<file path="src/rtl/cep_define.sv">
// Shared PMP definitions: oper encodings, pmpcfg byte layout, arbiter FSM states and requester ids.
package cep_define;

   localparam logic [1:0] READ  = 2'b00;
   localparam logic [1:0] WRITE = 2'b01;
   localparam logic [1:0] EXEC  = 2'b10;
   localparam logic [1:0] OPER_ILLEGAL = 2'b11;

   typedef struct packed {
      logic       l;
      logic [1:0] rsvd;
      logic [1:0] a;
      logic       x;
      logic       w;
      logic       r;
   } pmpcfg;

   typedef enum logic [2:0] {
      IDLE     = 3'd0,
      CHECK    = 3'd1,
      RESP     = 3'd2,
      CSR_ACC  = 3'd3,
      CSR_RESP = 3'd4
   } arb_state_e;

   typedef enum logic [1:0] {
      SRC_IF  = 2'd0,
      SRC_LS  = 2'd1,
      SRC_CSR = 2'd2
   } req_src_e;

   localparam logic [11:0] PMPCFG_BASE  = 12'h3A0;
   localparam logic [11:0] PMPADDR_BASE = 12'h3B0;
   localparam logic [1:0]  PERM_ALLOW   = 2'b11;

endpackage

</file>
<file path="src/rtl/rr_arb2.sv">
// Two-way round-robin grant; on a tie the requester that did not win last time is granted.
module rr_arb2 (
   input  logic i_clk,
   input  logic i_rst,
   input  logic i_en,
   input  logic i_req0,
   input  logic i_req1,
   output logic o_gnt0,
   output logic o_gnt1
);

   logic r_last;   // 0 = requester 0 won last, 1 = requester 1 won last

   always_comb begin
      o_gnt0 = 1'b0;
      o_gnt1 = 1'b0;
      if (i_en && i_req0 && i_req1) begin
         o_gnt0 = r_last;
         o_gnt1 = ~r_last;
      end else if (i_en) begin
         o_gnt0 = i_req0;
         o_gnt1 = i_req1;
      end else begin
         o_gnt0 = 1'b0;
         o_gnt1 = 1'b0;
      end
   end

   always_ff @(posedge i_clk) begin
      if (i_rst)       r_last <= 1'b1;
      else if (o_gnt0) r_last <= 1'b0;
      else if (o_gnt1) r_last <= 1'b1;
      else             r_last <= r_last;
   end

endmodule

</file>
<file path="src/rtl/pmp_arbiter.sv">
// Shares one pmp checker between IF, LS and CSR requesters; CSR has priority, IF/LS round-robin.
// Optional saturating fault counter output enabled by macro PMP_ARB_FAULT_CNT_EN.
module pmp_arbiter
   import cep_define::*;
#(
   parameter int CSR_ADDR_W = 12
) (
   input  logic                  clock,
   input  logic                  reset,
   input  logic                  if_req_valid,
   output logic                  if_req_ready,
   input  logic [31:0]           if_addr,
   input  logic [1:0]            if_priv,
   output logic                  if_rsp_valid,
   output logic                  if_rsp_fault,
   input  logic                  ls_req_valid,
   output logic                  ls_req_ready,
   input  logic [31:0]           ls_addr,
   input  logic [1:0]            ls_priv,
   input  logic [1:0]            ls_size,
   input  logic [1:0]            ls_oper,
   output logic                  ls_rsp_valid,
   output logic                  ls_rsp_fault,
   input  logic                  csr_req_valid,
   output logic                  csr_req_ready,
   input  logic                  csr_we,
   input  logic [CSR_ADDR_W-1:0] csr_addr,
   input  logic [31:0]           csr_wdata,
   output logic                  csr_rsp_valid,
   output logic [31:0]           csr_rdata,
   output logic [31:0]           pmp_addr,
   output logic [1:0]            pmp_priv_mode,
   output logic [1:0]            pmp_size,
   output logic [1:0]            pmp_oper,
   input  logic [1:0]            pmp_permission,
   output logic                  pmp_wr_en,
   output logic [31:0]           pmp_rw_addr,
   output logic [31:0]           pmp_wdata,
   input  logic [31:0]           pmp_rdata
`ifdef PMP_ARB_FAULT_CNT_EN
   ,
   output logic [15:0]           fault_count
`endif
);

   arb_state_e r_state, w_next;
   req_src_e   r_src;
   logic       r_illegal, r_csr_we;
   logic       r_if_rsp_valid, r_if_rsp_fault, r_ls_rsp_valid, r_ls_rsp_fault;
   logic       r_csr_rsp_valid, r_pmp_wr_en;
   logic [31:0] r_csr_rdata, r_pmp_addr, r_pmp_rw_addr, r_pmp_wdata;
   logic [1:0]  r_pmp_priv, r_pmp_size, r_pmp_oper;
   logic w_idle, w_csr_gnt, w_if_gnt, w_ls_gnt, w_fault;

   assign w_idle    = (r_state == IDLE) && !reset;
   assign w_csr_gnt = w_idle && csr_req_valid;
   assign w_fault   = (pmp_permission != PERM_ALLOW) || r_illegal;

   rr_arb2 u_rr_arb2 (
      .i_clk  (clock),
      .i_rst  (reset),
      .i_en   (w_idle && !csr_req_valid),
      .i_req0 (if_req_valid),
      .i_req1 (ls_req_valid),
      .o_gnt0 (w_if_gnt),
      .o_gnt1 (w_ls_gnt)
   );

   always_ff @(posedge clock) begin
      if (reset) r_state <= IDLE;
      else       r_state <= w_next;
   end

   always_comb begin
      w_next = r_state;
      case (r_state)
         IDLE: begin
            if (w_csr_gnt)                  w_next = CSR_ACC;
            else if (w_if_gnt || w_ls_gnt)  w_next = CHECK;
            else                            w_next = IDLE;
         end
         CHECK:    w_next = RESP;
         RESP:     w_next = IDLE;
         CSR_ACC:  w_next = CSR_RESP;
         CSR_RESP: w_next = IDLE;
         default:  w_next = IDLE;
      endcase
   end

   // Operand latching, pmp drive, response capture; strobes default low each cycle.
   always_ff @(posedge clock) begin
      if (reset) begin
         r_src           <= SRC_IF;
         r_illegal       <= 1'b0;
         r_csr_we        <= 1'b0;
         r_if_rsp_valid  <= 1'b0;
         r_if_rsp_fault  <= 1'b0;
         r_ls_rsp_valid  <= 1'b0;
         r_ls_rsp_fault  <= 1'b0;
         r_csr_rsp_valid <= 1'b0;
         r_pmp_wr_en     <= 1'b0;
         r_csr_rdata     <= 32'h0000_0000;
         r_pmp_addr      <= 32'h0000_0000;
         r_pmp_rw_addr   <= 32'h0000_0000;
         r_pmp_wdata     <= 32'h0000_0000;
         r_pmp_priv      <= 2'b01;
         r_pmp_size      <= 2'b00;
         r_pmp_oper      <= READ;
      end else begin
         r_if_rsp_valid  <= 1'b0;
         r_ls_rsp_valid  <= 1'b0;
         r_csr_rsp_valid <= 1'b0;
         r_pmp_wr_en     <= 1'b0;
         case (r_state)
            IDLE: begin
               if (w_csr_gnt) begin
                  r_src         <= SRC_CSR;
                  r_csr_we      <= csr_we;
                  r_pmp_rw_addr <= {{(32-CSR_ADDR_W){1'b0}}, csr_addr};
                  r_pmp_wdata   <= csr_wdata;
                  r_pmp_wr_en   <= csr_we;
                  r_pmp_priv    <= 2'b00;
               end else if (w_if_gnt) begin
                  r_src      <= SRC_IF;
                  r_illegal  <= 1'b0;
                  r_pmp_addr <= if_addr;
                  r_pmp_priv <= if_priv;
                  r_pmp_size <= 2'b11;
                  r_pmp_oper <= EXEC;
               end else if (w_ls_gnt) begin
                  r_src      <= SRC_LS;
                  r_illegal  <= (ls_oper == OPER_ILLEGAL);
                  r_pmp_addr <= ls_addr;
                  r_pmp_priv <= ls_priv;
                  r_pmp_size <= ls_size;
                  r_pmp_oper <= ls_oper;
               end else begin
                  r_src <= r_src;
               end
            end
            CHECK: begin
               if (r_src == SRC_IF) begin
                  r_if_rsp_valid <= 1'b1;
                  r_if_rsp_fault <= w_fault;
               end else begin
                  r_ls_rsp_valid <= 1'b1;
                  r_ls_rsp_fault <= w_fault;
               end
            end
            CSR_ACC: begin
               r_csr_rsp_valid <= 1'b1;
               if (!r_csr_we) r_csr_rdata <= pmp_rdata;
               else           r_csr_rdata <= r_csr_rdata;
            end
            CSR_RESP: r_pmp_priv <= 2'b01;
            default:  r_src <= r_src;
         endcase
      end
   end

`ifdef PMP_ARB_FAULT_CNT_EN
   logic [15:0] r_fault_count;
   logic        w_resp_fault;
   assign w_resp_fault = (r_src == SRC_IF) ? r_if_rsp_fault : r_ls_rsp_fault;

   always_ff @(posedge clock) begin
      if (reset)
         r_fault_count <= 16'h0000;
      else if ((r_state == RESP) && w_resp_fault && (r_fault_count != 16'hFFFF))
         r_fault_count <= r_fault_count + 16'h0001;
      else
         r_fault_count <= r_fault_count;
   end
   assign fault_count = r_fault_count;
`endif

   assign if_req_ready  = w_if_gnt;
   assign ls_req_ready  = w_ls_gnt;
   assign csr_req_ready = w_csr_gnt;
   assign if_rsp_valid  = r_if_rsp_valid;
   assign if_rsp_fault  = r_if_rsp_fault;
   assign ls_rsp_valid  = r_ls_rsp_valid;
   assign ls_rsp_fault  = r_ls_rsp_fault;
   assign csr_rsp_valid = r_csr_rsp_valid;
   assign csr_rdata     = r_csr_rdata;
   assign pmp_addr      = r_pmp_addr;
   assign pmp_priv_mode = r_pmp_priv;
   assign pmp_size      = r_pmp_size;
   assign pmp_oper      = r_pmp_oper;
   assign pmp_wr_en     = r_pmp_wr_en;
   assign pmp_rw_addr   = r_pmp_rw_addr;
   assign pmp_wdata     = r_pmp_wdata;

endmodule

</file>
<file path="config.mk">
export PLATFORM = sky130hd
export DESIGN_NAME = pmp_arbiter
export DESIGN_NICKNAME = d
export VERILOG_FILES = /design/src/rtl/cep_define.sv /design/src/rtl/rr_arb2.sv /design/src/rtl/pmp_arbiter.sv
export SDC_FILE = /design/constraint.sdc
export NUM_CORES = 1
export LEC_CHECK = 0
export ABC_CLOCK_PERIOD_IN_PS = 7100
export CORE_MARGIN = 2
export CORE_UTILIZATION = 40
export DETAILED_ROUTE_END_ITERATION = 8
export PLACE_DENSITY = 0.95
export SYNTH_ARGS = -nofsm -noshare
export SYNTH_HDL_FRONTEND = slang
export SYNTH_HIERARCHICAL = 1
export SYNTH_SLANG_ARGS = --single-unit
</file>
<file path="constraint.sdc">
create_clock -name clock -period 7.1 [get_ports clock]
set_clock_uncertainty 0.15 [all_clocks]
set_input_delay 1.775 -clock clock [delete_from_list [all_inputs] [get_ports clock]]
set_output_delay 1.775 -clock clock [all_outputs]
set_load 0.01 [all_outputs]
</file>
### Word level (Yosys, flattened, before mapping)

Index checks and enable logic that the tools add are counted.

| operators by class | value |
|---|---|
| equality and inequality tests | 6 |
| reductions and logical operators | 23 |
| mux-type cells | 27 |
| bitwise operators | 6 |

Operator list:

| cell | number |
|---|---|
| 2-to-1 mux 32 bit | 2 |
| 2-to-1 mux 2 bit | 11 |
| 2-to-1 mux 1 bit | 12 |
| AND reduction 2 bit | 6 |
| case mux 3 bit (3 select lines) | 1 |
| inverter 1 bit | 6 |
| logical AND 1 bit | 5 |
| != test 4 bit, second input constant | 1 |
| case mux 2 bit (2 select lines) | 1 |
| nonzero test 2 bit | 2 |
| equality test 3 x 1 -> 1 bit, second input constant | 1 |
| equality test 3 x 2 -> 1 bit, second input constant | 1 |
| equality test 3 bit, second input constant | 1 |
| logical NOT 3 bit | 1 |
| AND reduction 3 bit | 1 |
| nonzero test 3 bit | 1 |
| OR reduction 3 bit | 1 |
| equality test 2 bit, second input constant | 1 |
| logical NOT 1 bit | 2 |
| logical NOT 2 bit | 1 |
| logical OR 1 bit | 2 |
| != test 2 bit, second input constant | 1 |
| OR reduction 2 bit | 1 |

| storage, ports and cells | value |
|---|---|
| logic and storage cells | 80 |
| output and inout port bits | 143 |
| register bits | 128 |
| bits of input ports | 156 |

### Logic depth before layout (Yosys ltp)

Gate-level depths: netlist of the first run.

| depth | value |
|---|---|
| word-level depth | 10 |
| depth in mapped cells | 12 |
| depth with buffers taken out | 7 |

### By module

The synthesis of the first run kept the hierarchy.

By module, submodules not included:

| module | seq. area each (um^2) | area each (um^2) | times used | cells each |
|---|---|---|---|---|
| pmp_arbiter | 2542.4 | 5313.8 | 1 | 598 |
| rr_arb2 | 20.0 | 58.8 | 1 | 8 |

### Worst setup path after synthesis of the first run

OpenSTA, ideal clock, no wires.

| path | value |
|---|---|
| path kind | input to output |
| start point | input port reset |
| end point | output port ls_req_ready |
| path buffers | 2 |
| stages | 5 |
| arrival | 2806 ps |
| data required time | 5175 ps |
| setup slack | 2369 ps |
| cell sequence | buf_2 -> clkbuf_1 -> nor3_1 -> nand2_1 -> a21oi_1 |

| between the ends | value |
|---|---|
| cells in the longest elaborated chain, start to end | 6 |
| elaborated cells on any way between the ends | 7 |
| classes of those cells | mux (2); reduce/logical (5) |

RTL lines:

| what | line | source |
|---|---|---|
| from (decl) | pmp_arbiter.sv:9 | `input logic reset,` |
| logical NOT 1 bit (*) | pmp_arbiter.sv:55 | `assign w_idle = (r_state == IDLE) && !reset;` |
| logical AND 1 bit (*) | pmp_arbiter.sv:55 |  |
| logical AND 1 bit (*) | pmp_arbiter.sv:62 | `.i_en (w_idle && !csr_req_valid),` |
| logical AND 1 bit (2 in series) | rr_arb2.sv:17 | `if (i_en && i_req0 && i_req1) begin` |
| 2-to-1 mux 1 bit (*) | rr_arb2.sv:17 |  |
| to (decl) | pmp_arbiter.sv:17 | `output logic ls_req_ready,` |

Every way passes the cells marked *; elsewhere a longest branch is shown, timed or not.

### Worst setup path in the final report of the first run

| path | value |
|---|---|
| start point | input port csr_req_valid |
| end point | output port ls_req_ready |

| between the ends | value |
|---|---|
| cells in the longest elaborated chain, start to end | 5 |
| elaborated cells on any way between the ends | 6 |
| classes of those cells | mux (2); reduce/logical (4) |

RTL lines:

| what | line | source |
|---|---|---|
| from (decl) | pmp_arbiter.sv:24 | `input logic csr_req_valid,` |
| logical NOT 1 bit (*) | pmp_arbiter.sv:62 |  |
| logical AND 1 bit (*) | pmp_arbiter.sv:62 |  |
| logical AND 1 bit (2 in series) | rr_arb2.sv:17 |  |
| 2-to-1 mux 1 bit (*) | rr_arb2.sv:17 |  |

Marks and branches as above.

==> flow_metrics.env, run 1 <==
export IMPL_status="complete, no violations"
export IMPL_drv_cap=0
export IMPL_coreArea_um2=13190
export IMPL_antenna_left=0
export IMPL_cp_num_buf_inv=2
export IMPL_cp_max_fo=7
export IMPL_cts_buffer_depth=2
export IMPL_ys_flop_type="dfxtp_1"
export IMPL_fmax_ghz=0.1709
export IMPL_grt_pass1_vias=5243
export IMPL_cts_setup_buffers=0
export IMPL_post_route_util_pct=65.40
export IMPL_ios=299
export IMPL_crit_path_end_kind="primary output"
export IMPL_yosysWarnings=6
export IMPL_clock_root_buffer="clkbuf_16"
export IMPL_tightestPinTransition_ns=0.8827
export IMPL_setup_violations=0
export IMPL_ys_async_sr_fraction_pct=0
export IMPL_ir_drop_mv=0.1488
export IMPL_placed_area_um2=8060
export IMPL_drt_initial_drc_count=272
export IMPL_cts_tree="done"
export IMPL_cts_hold_buffers=0
export IMPL_syn2layout_area_growth_pct=60.55
export IMPL_crit_path_start_kind="primary input"
export IMPL_die_w_um=119.9
export IMPL_final_cell_area_um2=8626
export IMPL_synth_edff_count=0
export IMPL_num_nets_final=1009
export IMPL_rr_worst_depth=8
export IMPL_power_density_nw_per_um2=227.6
export IMPL_rows=42
export IMPL_critPathKind="primary input to primary output"
export IMPL_rsz0062_at_grt="no"
export IMPL_post_route_period_util_pct=82.41
export IMPL_critical_path_arrival_ns=3.93
export IMPL_grt_pass1_wl_um=26340
export IMPL_vias=5298
export IMPL_die_area_um2=14370
export IMPL_critPathMaxStageDelay_ns=0.65
export IMPL_ys_types=46
export IMPL_finalCriticalPeriod_ns=5.851
export IMPL_drt_total_wl_um=16820
export IMPL_port_buffer_count=278
export IMPL_antennaDiodeCount=0
export IMPL_drive_above_1_share_pct=9.584
export IMPL_clock_sinks=128
export IMPL_synth_seq_area_share_pct=47.69
export IMPL_grt_max_degree=82
export IMPL_syn_area_um2=5373
export IMPL_min_path_cells=2
export IMPL_globalplace_congestion=0.7862
export IMPL_post_synth_cell_area_avg_um2=8.866
export IMPL_worstPathCellList="clkdlybuf4s50_1 -> nor3_1 -> nand2_1 -> a21oi_1 -> clkdlybuf4s50_1"
export IMPL_min_path_type="register to register"
export IMPL_crit_top_cell="clkdlybuf4s50_1"
export IMPL_cts_resized=0
export IMPL_via_per_inst=5.084
export IMPL_hpwl_um=12090
export IMPL_grt_ovfl_total=0
export IMPL_start_util_pct=40.73
export IMPL_firstDrtPassIters=6
export IMPL_grt_antenna_before_repair=1
export IMPL_slowest_stage="clkdlybuf4s50_1"
export IMPL_slew_headroom_pct=41.16
export IMPL_wl_per_cell_um=16.14
export IMPL_die_y_um=119.9
export IMPL_synth_top_area_share_pct=47.69
export IMPL_hold_viol=0
export IMPL_clkTransAtPathRegs_ns=0.05
export IMPL_maxSlewViolCount=0
export IMPL_tns_ns=0
export IMPL_p_total_uw=1963
export IMPL_cp_depth=5
export IMPL_cts_htree_levels=4
export IMPL_cts_buffers=17
export IMPL_netlist_top_cells_area="dfxtp_1 (48%), nand2_1 (7.8%), a21oi_1 (6.7%)"
export IMPL_p_leak_uw=0.002998
export IMPL_path_delay_family="buffers and inverters"
export IMPL_track_usage_pct=23.24
export IMPL_yosys_area_top_type="dfxtp_1"
export IMPL_synthCells=606
export IMPL_drc=0
export IMPL_required_ns=5.18
export IMPL_worstSkewPairLatency_ns=0.41
export IMPL_ys_ff_latch=128
## cell families (layout without fill, tap and decap cells)
family | count (synthesis) | count (layout) | share of synthesized area (%)
AOI/OAI and AO/OA | 169 | 169 | 20.07
other | 1 | 20 | 0.06980
buffers and inverters | 80 | 321 | 9.246
DFF | 128 | 128 | 47.69
and+or+nand+nor | 195 | 195 | 16.74
muxes | 33 | 33 | 6.171
## stage by stage
stage / setup WS, ns / instances / hold WS, ns
floorplan: 2.369 / 625 / 0.2915
global placement: 1.385 / 1010 / 0.2901
detailed placement: 1.290 / 1010 / 0.2957
CTS: 1.289 / 1042 / 0.3036
global route: 1.120 / 1042 / 0.3262
finish: 1.249 / 1042 / 0.3009
## worst min-delay path, cell delays in order, from the launching register on
cell and delay, ns:
dfxtp_1 0.30, nand2_1 0.05, a21oi_1 0.05
## per-layer routing
metal	share of wire (%)	vias to the layer above	global-route usage [%]
met1	41	2448	26.74
met2	49	236	40.57
met4	2.1	2	8.603
met5	0.065	-	0
met3	7.7	33	7.082
li1	-	2579	-
## cells in the final DEF, fill, tap and decap left out, types with 2 or more instances in the layout
cell type          n
clkinvlp_4         6
clkbuf_16         17
mux2i_1           32
conb_1            20
o21ai_2           29
nand3b_1           2
nor2_1            10
a21oi_1           71
inv_1              2
clkdlybuf4s50_1  277
a211oi_1          35
nor2_4             2
inv_6              2
clkbuf_8           2
buf_4              9
nand3_1           45
nor2b_1            2
nor4bb_1           2
nor3_1             5
nand4_1            2
o21ai_0           20
nand2_1          112
a31oi_1            4
a211o_1            2
clkinv_2           4
dfxtp_1          128
## synth_stat cells, drive strengths merged (2+ instances only)
cell and n:
buf 56, a211o 2, mux2i 32, nand4 2
nand3 45, nand3b 2, nor4bb 3, o21ai 49
a31oi 4, clkbuf 22, nand2 112, dfxtp 128
nor3 6, nor2 12, nor2b 3, a211oi 35
a21oi 72, inv 2
## registers in the layout, summed over array words and instances (netlist names)
register          flops
csr_rdata            32
pmp_addr             32
pmp_wdata            32
pmp_rw_addr          12
r_state               3
pmp_oper              2
pmp_priv_mode         2
pmp_size              2
r_src                 2
csr_rsp_valid         1
if_rsp_fault          1
if_rsp_valid          1
ls_rsp_fault          1
ls_rsp_valid          1
pmp_wr_en             1
r_csr_we              1
r_illegal             1
u_rr_arb2/r_last      1
## path summary, 6_finish.rpt
path	from	to	slack (ns)
setup / recovery	csr_req_valid	ls_req_ready	1.25
setup reg to reg	r_state[1]	pmp_addr[1]	3.52
hold reg to reg	csr_rdata[27]	csr_rdata[27]	0.30
hold / removal	csr_rdata[27]	csr_rdata[27]	0.30
## area by class of cell
cell class	count	area [µm²]
multi-input cells	417	2425
fillers	1024	4564
clock inverters	13	112.6
inverters	2	7.507
well taps	176	220.2
flip-flops and latches	128	2562
clock buffers	19	452.9
repair buffers	287	2845
## power breakdown
| part | internal, µW | switching, µW |
|---|---|---|
| clock | 498 | 321 |
| combinational | 191 | 164 |
| sequential | 761 | 26.9 |
| total | 1450 | 513 |
Note: power is estimated with default switching activity, not from simulation.
==> run 2: changes to the inputs <==
--- a/config.mk
+++ b/config.mk
@@ -5,11 +5,11 @@
 export SDC_FILE = /design/constraint.sdc
 export NUM_CORES = 1
 export LEC_CHECK = 0
-export ABC_CLOCK_PERIOD_IN_PS = 7100
+export ABC_CLOCK_PERIOD_IN_PS = 4750
 export CORE_MARGIN = 2
-export CORE_UTILIZATION = 40
+export CORE_UTILIZATION = 35
 export DETAILED_ROUTE_END_ITERATION = 8
-export PLACE_DENSITY = 0.95
+export PLACE_DENSITY = 0.89
 export SYNTH_ARGS = -nofsm -noshare
 export SYNTH_HDL_FRONTEND = slang
 export SYNTH_HIERARCHICAL = 1
==> constraint.sdc (replaced) <==
create_clock -name clock -period 4.75 [get_ports clock]
set_clock_uncertainty 0.15 [all_clocks]
set_input_delay 1.1875 -clock clock [delete_from_list [all_inputs] [get_ports clock]]
set_output_delay 1.1875 -clock clock [all_outputs]
set_load 0.01 [all_outputs]
==> flow_metrics.env, run 2 (synthesis gave the netlist of run 1 again) <==
export IMPL_fmax_ghz=0.2331
export IMPL_post_route_period_util_pct=90.31
export IMPL_cp_max_fo=3
export IMPL_p_int_uw=2426
export IMPL_worstSkewPairLatency_ns=0.40
export IMPL_ios=299
export IMPL_grt_pass1_wl_um=25710
export IMPL_critical_path_arrival_ns=2.95
export IMPL_num_nets_final=1013
export IMPL_hpwl_um=11670
export IMPL_port_buffer_count=278
export IMPL_die_w_um=127.9
export IMPL_ir_drop_mv=0.2350
export IMPL_via_per_inst=4.922
export IMPL_die_y_um=127.9
export IMPL_die_area_um2=16360
export IMPL_rsz0062_at_grt="no"
export IMPL_cts_hold_buffers=0
export IMPL_cts_buffer_depth=2
export IMPL_finalCriticalPeriod_ns=4.290
export IMPL_slew_headroom_pct=38.34
export IMPL_drt_initial_drc_count=216
export IMPL_clkTransAtPathRegs_ns=0.06
export IMPL_cts_htree_levels=4
export IMPL_cts_resized=0
export IMPL_antenna_left=0
export IMPL_grt_max_degree=89
export IMPL_crit_top_cell="clkdlybuf4s50_1"
export IMPL_grt_ovfl_total=0
export IMPL_seqPwrFrac_pct=36.9
export IMPL_wl_per_cell_um=15.34
export IMPL_start_util_pct=35.61
export IMPL_cts_buffers=17
export IMPL_layout_common_cells="clkdlybuf4s50_1 (277), dfxtp_1 (128), nand2_1 (112)"
export IMPL_placed_area_um2=8118
export IMPL_clock_root_buffer="clkbuf_16"
export IMPL_vias=5208
export IMPL_worstPathCellList="clkdlybuf4s50_1 -> nor3_1 -> nand2_1 -> a21oi_1 -> clkdlybuf4s50_1"
export IMPL_cts_setup_buffers=0
export IMPL_rows=45
export IMPL_setup_ws_ns=0.4605
export IMPL_grt_antenna_before_repair=0
export IMPL_sw_frac_of_total_pct=23.89
export IMPL_status="complete, no violations"
export IMPL_p_clk_share_pct=46.5
export IMPL_tns_ns=0
export IMPL_setup_violations=0
export IMPL_power_frac_comb_pct=16.6
export IMPL_grt_pass1_vias=4996
export IMPL_cts_tree="done"
export IMPL_drt_total_wl_um=16230
export IMPL_tightestPinTransition_ns=0.9249
export IMPL_clock_sinks=128
export IMPL_cp_num_buf_inv=2
export IMPL_slowest_stage="clkdlybuf4s50_1"
export IMPL_post_route_util_pct=58.28
export IMPL_final_cell_area_um2=8793
export IMPL_p_leak_uw=0.003087
export IMPL_p_sw_uw=761.5
export IMPL_final_common_cell="clkdlybuf4s50_1"
export IMPL_hold_viol=0
export IMPL_crit_path_start_kind="primary input"
export IMPL_critPathKind="primary input to primary output"
export IMPL_power_density_nw_per_um2=362.5
export IMPL_min_path_type="register to register"
export IMPL_maxSlewViolCount=0
export IMPL_pre_cts_slack_ns=0.4534
export IMPL_syn2layout_area_growth_pct=63.67
export IMPL_required_ns=3.41
export IMPL_critPathMaxStageDelay_ns=0.61
export IMPL_drive_above_1_share_pct=9.885
export IMPL_path_delay_family="buffers and inverters"
export IMPL_firstDrtPassIters=4
export IMPL_globalplace_congestion=0.7402
export IMPL_track_usage_pct=19.95
export IMPL_fillerInstances=1323
export IMPL_coreArea_um2=15090
export IMPL_drc=0
export IMPL_antennaDiodeCount=0
export IMPL_crit_path_end_kind="primary output"
export IMPL_drv_cap=0
run 2: changes by cell type in the layout (fill, tap and decap cells not counted), moves of 2 or more:
cell and change:
clkinvlp_4 -5, clkinv_2 -2, clkinv_4 +2, bufinv_16 +5, buf_4 +3
run 2: worst register-to-register path, stage by stage, from the launching register on:
cell and delay (ns):
dfxtp_1 0.41, or3_4 0.50, nor3_1 0.29, nand2_1 0.17
a21oi_4 0.16, buf_4 0.56, o21ba_2 0.51, buf_12 0.20
a21oi_1 0.07, a211oi_1 0.27
run 2: cell type report:
| cell class | count | area (µm²) | area share, % |
|---|---|---|---|
| inverters | 2 | 7.507 | 0.08537 |
| well taps | 188 | 235.2 | 2.675 |
| flip-flops and latches | 128 | 2562 | 29.14 |
| clock buffers | 19 | 442.9 | 5.037 |
| clock inverters | 13 | 232.7 | 2.647 |
| multi-input cells | 417 | 2425 | 27.58 |
| repair buffers | 291 | 2888 | 32.84 |
run 2: worst paths after layout:
path / slack [ns] / cells past startpoint / from / to
worst max register to register: 1.36 / 9 / r_state[1] / pmp_addr[18]
worst max-delay path: 0.46 / 5 / csr_req_valid / ls_req_ready
worst min register to register: 0.30 / 2 / csr_rdata[6] / csr_rdata[6]
worst min-delay path: 0.30 / 2 / csr_rdata[6] / csr_rdata[6]
run 2: power by group through the flow:
stage / Sequential (µW) / Combinational [µW] / Clock (µW)
final: 1180 / 529 / 1480
after global routing: 1180 / 575 / 1560
after CTS: 1180 / 534 / 1520
after detailed placement: 1200 / 533 / 0
after global placement: 1200 / 528 / 0
after floorplan: 1220 / 240 / 0
run 2: layer usage:
| layer | global-route usage (%) | share of wire, % | vias up |
|---|---|---|---|
| li1 | - | - | 2585 |
| met1 | 22.87 | 41 | 2388 |
| met2 | 34.26 | 49 | 215 |
| met3 | 6.886 | 8.5 | 20 |
| met4 | 7.692 | 2.0 | 0 |
| met5 | 0 | 0 | - |
run 2: metrics by stage:
| step | hold WS (ns) | power, µW | instances |
|---|---|---|---|
| finish | 0.3008 | 3188 | 1058 |
| global route | 0.3174 | 3318 | 1058 |
| CTS | 0.3035 | 3229 | 1058 |
| detailed placement | 0.2953 | 1731 | 1026 |
| global placement | 0.2905 | 1723 | 1026 |
| floorplan | 0.2915 | 1458 | 625 |
